===== src/rtl/sprite_redraw_engine.sv =====
// Erase-then-draw engine for one rectangular object on the frame buffer.
// Emits one pixel per clock, clipping pixels that fall off the visible screen.
module sprite_redraw_engine #(
    parameter int             SCREEN_W  = 160,
    parameter int             SCREEN_H  = 120,
    parameter int             XW        = 8,
    parameter int             YW        = 7,
    parameter int             OBJ_W     = 20,
    parameter int             OBJ_H     = 1,
    parameter int             CW        = 3,
    parameter logic [CW-1:0]  BG_COLOUR = '0
) (
    input  logic          clock,
    input  logic          resetn,
    input  logic          start,
    // Named force_redraw because force is a reserved word.
    input  logic          force_redraw,
    input  logic          hide,
    input  logic [XW-1:0] obj_x,
    input  logic [YW-1:0] obj_y,
    input  logic [CW-1:0] obj_colour,
    output logic          busy,
    output logic          done,
    output logic [XW-1:0] vga_x,
    output logic [YW-1:0] vga_y,
    output logic [CW-1:0] vga_colour,
    output logic          plot
);

    localparam int CXW = (OBJ_W > 1) ? $clog2(OBJ_W) : 1;
    localparam int CYW = (OBJ_H > 1) ? $clog2(OBJ_H) : 1;
    localparam logic [CXW-1:0] CX_LAST = CXW'(OBJ_W - 1);
    localparam logic [CYW-1:0] CY_LAST = CYW'(OBJ_H - 1);
    localparam logic [XW:0]    X_LIM   = (XW+1)'(SCREEN_W);
    localparam logic [YW:0]    Y_LIM   = (YW+1)'(SCREEN_H);

    typedef enum logic [1:0] {IDLE, ERASE, DRAW, DONE} state_t;

    state_t state, state_nxt;

    logic [XW-1:0]  ox, nx;
    logic [YW-1:0]  oy, ny;
    logic [CW-1:0]  ocol, ncol;
    logic           have_old, nhide;
    logic [CXW-1:0] cx;
    logic [CYW-1:0] cy;

    logic           last_px;
    logic           same_req;
    logic [XW-1:0]  base_x;
    logic [YW-1:0]  base_y;
    logic [XW:0]    sum_x;
    logic [YW:0]    sum_y;

    assign last_px  = (cx == CX_LAST) && (cy == CY_LAST);
    assign same_req = (obj_x == ox) && (obj_y == oy) && (obj_colour == ocol);

    // One extra bit on each sum so off-screen pixels are detected, not wrapped.
    assign base_x = (state == DRAW) ? nx : ox;
    assign base_y = (state == DRAW) ? ny : oy;
    assign sum_x  = {1'b0, base_x} + (XW+1)'(cx);
    assign sum_y  = {1'b0, base_y} + (YW+1)'(cy);

    always_ff @(posedge clock or negedge resetn) begin
        if (!resetn) begin
            state <= IDLE;
        end else begin
            state <= state_nxt;
        end
    end

    always_comb begin
        state_nxt = state;
        case (state)
            IDLE: begin
                if (start) begin
                    if (hide) begin
                        state_nxt = have_old ? ERASE : DONE;
                    end else if (have_old && !force_redraw && same_req) begin
                        state_nxt = DONE;
                    end else begin
                        state_nxt = have_old ? ERASE : DRAW;
                    end
                end
            end
            ERASE: begin
                if (last_px) begin
                    state_nxt = nhide ? DONE : DRAW;
                end
            end
            DRAW: begin
                if (last_px) begin
                    state_nxt = DONE;
                end
            end
            DONE: state_nxt = IDLE;
            default: state_nxt = IDLE;
        endcase
    end

    always_comb begin
        busy       = (state != IDLE);
        done       = (state == DONE);
        plot       = 1'b0;
        vga_x      = '0;
        vga_y      = '0;
        vga_colour = BG_COLOUR;
        if (state == ERASE || state == DRAW) begin
            vga_x      = sum_x[XW-1:0];
            vga_y      = sum_y[YW-1:0];
            vga_colour = (state == DRAW) ? ncol : BG_COLOUR;
            plot       = (sum_x < X_LIM) && (sum_y < Y_LIM);
        end
    end

    always_ff @(posedge clock or negedge resetn) begin
        if (!resetn) begin
            ox       <= '0;
            oy       <= '0;
            ocol     <= '0;
            have_old <= 1'b0;
            nx       <= '0;
            ny       <= '0;
            ncol     <= '0;
            nhide    <= 1'b0;
            cx       <= '0;
            cy       <= '0;
        end else begin
            case (state)
                IDLE: begin
                    if (start) begin
                        nx    <= obj_x;
                        ny    <= obj_y;
                        ncol  <= obj_colour;
                        nhide <= hide;
                        cx    <= '0;
                        cy    <= '0;
                    end
                end
                ERASE, DRAW: begin
                    if (last_px) begin
                        cx <= '0;
                        cy <= '0;
                        if (state == ERASE && nhide) begin
                            have_old <= 1'b0;
                        end
                        if (state == DRAW) begin
                            ox       <= nx;
                            oy       <= ny;
                            ocol     <= ncol;
                            have_old <= 1'b1;
                        end
                    end else if (cx == CX_LAST) begin
                        cx <= '0;
                        cy <= cy + CYW'(1);
                    end else begin
                        cx <= cx + CXW'(1);
                    end
                end
                default: ;
            endcase
        end
    end

endmodule


===== config.mk =====
export PLATFORM = sky130hd
export DESIGN_NAME = sprite_redraw_engine
export DESIGN_NICKNAME = d
export VERILOG_FILES = /design/src/rtl/sprite_redraw_engine.sv
export SDC_FILE = /design/constraint.sdc
export NUM_CORES = 1
export LEC_CHECK = 0
export CORE_ASPECT_RATIO = 1.4
export CORE_MARGIN = 4
export CORE_UTILIZATION = 58
export DETAILED_ROUTE_END_ITERATION = 6
export GPL_ROUTABILITY_DRIVEN = 0
export PLACE_DENSITY = 0.85
export SYNTH_ARGS = -nofsm -noshare
export SYNTH_HDL_FRONTEND = slang
export SYNTH_SLANG_ARGS = --single-unit

===== constraint.sdc =====
create_clock -name clock -period 5.3 [get_ports clock]
set_input_delay 1.325 -clock clock [delete_from_list [all_inputs] [get_ports clock]]
set_output_delay 1.325 -clock clock [all_outputs]
set_load 0.03 [all_outputs]

Yosys cells after proc, flatten, opt, wreduce, memory -nomap -nowiden --
Index checks and enable logic that the tools add are counted.
Word-level totals: register bits after elaboration 46, input bits 23, output and inout bits 21, word-level logic and storage cells 76
Cells by class: add/subtract/negate cells 4, $lt $le $gt $ge 2, equality and inequality tests 11, multiplexer cells 26, bitwise logic cells 1, reductions and logical operators 21
Operator list (count):
- 8-bit 2-to-1 mux | 2
- 5-bit 2-to-1 mux | 3
- 2-bit 2-to-1 mux | 7
- 7-bit 2-to-1 mux | 2
- 3-bit AND reduction | 4
- 5-bit case mux with 2 select lines | 1
- 8-bit by 5-bit adder with 9-bit output | 1
- 9-bit by 8-bit < comparator with 1-bit output (second input constant) | 1
- 7-bit by 1-bit adder with 8-bit output | 1
- 8-bit equality test | 1
- 8-bit by 7-bit < comparator with 1-bit output (second input constant) | 1
- 2-bit case mux with 4 select lines | 1
- 7-bit equality test | 1
- 1-bit logical AND | 7
- 1-bit 2-to-1 mux | 7
- 3-bit 2-to-1 mux | 2
- 2-bit != test (second input constant) | 3
- 2-bit AND reduction | 3
- 2-bit nonzero test | 3
- 5-bit by 1-bit adder with 5-bit output (second input constant) | 1
- 5-bit equality test (second input constant) | 1
- 2-bit equality test (second input constant) | 2
- 3-bit equality test | 1
- 3-bit != test (second input constant) | 1
- other kinds (8) | 8

Depth between registers and ports, before layout --
depth after elaboration 8, mapped depth 13

Worst setup path before layout --
OpenSTA, ideal clock, no wires.
path type flip-flop to output port, start register state[0], end output plot, arrival 3011 ps, required time 3975 ps, slack 964 ps, stages on the path, launching flop included 13, buffers on the path 2, cells stage by stage dfrtp_1 inv_1 ha_1 buf_6 buf_2 mux2i_1 inv_1 ha_1 a21oi_1 o22ai_2 nor3b_1 o21bai_1 a2111oi_2
Between the ends: longest elaborated chain between the ends 6, elaborated cells on any way between the ends 11, those cells by class add/sub: 2; order compare: 2; eq/ne: 2; mux: 3; reduce/logical: 2
Ends and longest elaborated chain:
- from (decl) | RTL line 39 | state_t state, state_nxt;
- from (signal assigned) | RTL line 68 | state <= state_nxt;
- 2-bit equality test | RTL line 59 | assign base_x = (state == DRAW) ? nx : ox;
- 8-bit 2-to-1 mux
- via base_x[1] | RTL line 50 | logic [XW-1:0] base_x;
- 8-bit by 5-bit adder with 9-bit output | RTL line 61 | assign sum_x = {1'b0, base_x} + (XW+1)'(cx);
- 9-bit by 8-bit < comparator with 1-bit output | RTL line 112 | plot = (sum_x < X_LIM) && (sum_y < Y_LIM);
- 1-bit logical AND | RTL line 112
- 1-bit 2-to-1 mux | RTL line 108 | if (state == ERASE || state == DRAW) begin
- to (decl) | RTL line 27 | output logic plot
The timed path passes the listed nets, and every way through them passes these cells.

Worst setup path in the final report --
start register state[0], end output vga_x[6]
Between the ends: longest elaborated chain between the ends 4, elaborated cells on any way between the ends 6, those cells by class add/sub: 1; eq/ne: 2; mux: 2; reduce/logical: 1
Ends and longest elaborated chain:
- 2-bit equality test | RTL line 59
- 8-bit 2-to-1 mux
- via base_x[0] | RTL line 50
- 8-bit by 5-bit adder with 9-bit output | RTL line 61
- 8-bit 2-to-1 mux | RTL line 108
- to (decl) | RTL line 24 | output logic [XW-1:0] vga_x,
The timed path passes the listed nets, and every way through them passes these cells.

==> impl_results.md <==
- Status: finished clean
- Gate Count Post-Synth: 275
- # DRC: 0
- CTS Buffer Depth: 2
- Synth top cells by count: 46 x dfrtp_1, 36 x mux2_2, 25 x nor2_1
- Worst-path maximum fanout: 15
- Die footprint: ~6000 sq um
- Fmax: around 200 MHz
- H-Tree Depth: 2
- Final setup fails: 0
- Pleak: roughly 0.0015 uW
- Clock Root Buffer: clkbuf_8
- Non-Filler Instances: approximately 380
- I/O pin cnt: 44
- Clock tree sinks: 46
- Antenna-violating nets left: 0
- Post-synth ARST share: 1.00
- Setup Fix Bufs, Post-CTS: 0
- Layout Skew: 0.00721 ns
- DIE HEIGHT: 91.5 um
- CTS Buf Count: 5
- Kind of critical path: reg2out
- Worst-skew pair later-pin latency: between 0.3 and 0.4 ns
- Fillcell total: between 300 and 400
- Final hold violation count: 0
- Die Width: between 60 and 70 um
- Initial antenna violation count: 0
- Syn avg cell area: 10.5 sq um
- DPL Wire Length: 4.78 mm
- Vias in the first global route: about 2,300
- First drt pass iteration count: 4
- Max-Cap Viols: 0
- Cell Pwr Density: approximately 560 nW/um^2
- Period utilization: 0.936
- Slew Limit Headroom: 0.306
- CTS tree: done
- Actual slew at the worst max-slew pin: about 1.0 ns
- Overall Global Routing Usage: 0.227
- Area growth, synth to finish: 18.7%
- Vias: 2,162
- Post-layout min period: between 4 and 5 ns
- Crit path capture type: output port
- Synth warn: 0
- Gates resized, CTS repair: 0
- Seq cells post-synth: 46
- Worst EP arrival: around 3.6 ns
- Grt total ovfl: 0
- Starting density of the core: 0.596
- Setup TNS: 0 ns
- Hold-fix buffers, CTS: 0
- Drt via density: 5.66
- WL/cell: approximately 17 um
- Unrepaired setup endpoints after global routing: false
- CORE AREA: roughly 4800 sq um
- Final worst-path setup slack: 0.339 ns
- Synth area leader: dfrtp_1
- Syn Nets: 312
- Rows: 30
- Storage cell area: between 1000 and 1500 sq um
- Worst Path Required: 3.97 ns
- Placed cell count: roughly 370
- EDFF count, synth: 0
- Mapped Area: 2890 sq um
- Sequential area share after synthesis: 0.399
- Count of input and output buffers: 43
- Largest net degree at the start of global routing: 47
- Most common cell in the netlist: dfrtp_1
- Worst slack at placement: ~0.50 ns
- Hold Path Class: reg2reg
- Top cells by area, synth: dfrtp_1 40%, mux2_2 14%, xnor2_1 7.0%
- Antenna diodes: 0
- Slew Viols, Final: 0
- CP startpoint kind: flop
- First-pass GRT wire length: approximately 11 mm
- Unique masters post-synth: a little over 50
- Initial detailed-routing violation count: 58
- Peak VDD IR: between 400 and 500 uV
- Ys flop type: dfrtp_1
- Nets: roughly 350
- Footprint of the multi-input gates: 1640 sq um
- Post-synth top area share: 0.399
- Total wire length: around 6.4 mm
- Layout cells sized above 1: 0.186
- Clock-pin slew on the worst setup and hold paths: ~0.09 ns
placed cells by master (no fill, tap or decap), drive strengths merged, types with 2 or more instances in the layout:
master / n
a21oi: 11
and2: 6
buf: 3
clkbuf: 6
clkdlybuf4s50: 41
clkinv: 2
dfrtp: 46
ha: 13
inv: 11
mux2: 37
mux2i: 7
nand2: 21
nand2b: 3
nand3: 4
nand4: 6
nor2: 26
nor2b: 3
nor3: 3
nor3b: 2
o21ai: 14
o21bai: 2
o22ai: 2
xnor2: 23
xor2: 6
flip-flops by register name (all words and copies together), names as in the netlist, 2 cells and up:
name,flops
ocol,3
ncol,3
nx,8
cx,5
ox,8
ny,7
state,2
oy,7
per-stage QoR:
| step | hold WS [ns] | total power [uW] | utilization | area, sq um |
|---|---|---|---|---|
| after CTS | 0.510 | 1910 | 0.707 | 3420 |
| after global routing | 0.527 | 2020 | 0.707 | 3430 |
| final | 0.513 | 1900 | 0.707 | 3430 |
| after global placement | 0.489 | 1650 | 0.689 | 3340 |
| after detailed placement | 0.491 | 1680 | 0.689 | 3340 |
| after floorplan | 0.474 | 1360 | - | 2890 |
final cells by class:
cell class,count,area share
clock buffers,6,0.0212
clock inverters,2,0.00402
inverters,11,0.0121
repair buffers,44,0.126
flip-flops and latches,46,0.336
well taps,64,0.0234
multi-input cells,209,0.478
layer usage:
metal  vias up  share of wire  wire [um]  global-route usage
met3        15          0.033        212              0.0384
met5         -              0          0                   0
met4         0          0.031        197              0.0998
met1      1055           0.42       2720               0.272
li1       1043              -          -                   -
met2        49           0.51       3300               0.385
kinds of logic after synthesis:
family | count (synthesis) | synth area share
multiplexers | 44 | 0.176
flip-flops | 46 | 0.399
AND/OR/NAND/NOR | 81 | 0.147
XOR/XNOR | 29 | 0.0880
buffers and inverters | 20 | 0.0351
AO/OA/AOI/OAI | 41 | 0.0923
adder cells (fa/ha/maj) | 14 | 0.0633
critical path, stage by stage (launching register included):
cell	delay (ns)
dfrtp_1	0.42
inv_1	0.12
ha_2	0.38
mux2_2	0.22
ha_1	0.16
inv_1	0.05
fa_1	0.38
nand2b_1	0.18
a21oi_1	0.36
o21bai_1	0.13
xnor2_1	0.14
nor2_1	0.09
clkdlybuf4s50_1	0.68
path summary, 6_finish.rpt:
| kind | startpoint | end | slack, ns | cells after the start |
|---|---|---|---|---|
| worst max-delay path | state[0]$_DFFE_PN0P_ | vga_x[6] | 0.34 | 12 |
| worst min-delay path | nx[2]$_DFFE_PN0P_ | nx[2]$_DFFE_PN0P_ | 0.51 | 1 |
| worst max register to register | state[1]$_DFFE_PN0P_ | cx[3]$_DFFE_PN0P_ | 2.96 | 7 |
| worst min register to register | nx[2]$_DFFE_PN0P_ | nx[2]$_DFFE_PN0P_ | 0.51 | 1 |
| max in group asynchronous | resetn | cx[0]$_DFFE_PN0P_ | 3.46 | 1 |
| min in group asynchronous | resetn | oy[1]$_DFFE_PN0P_ | 1.19 | 1 |
where the power goes:
group	internal, uW	leakage (uW)	switching [uW]
combinational	490	0.000843	632
clock	93.2	0.0000452	124
sequential	465	0.000593	97.4
Power figures use the tool's default switching activity.
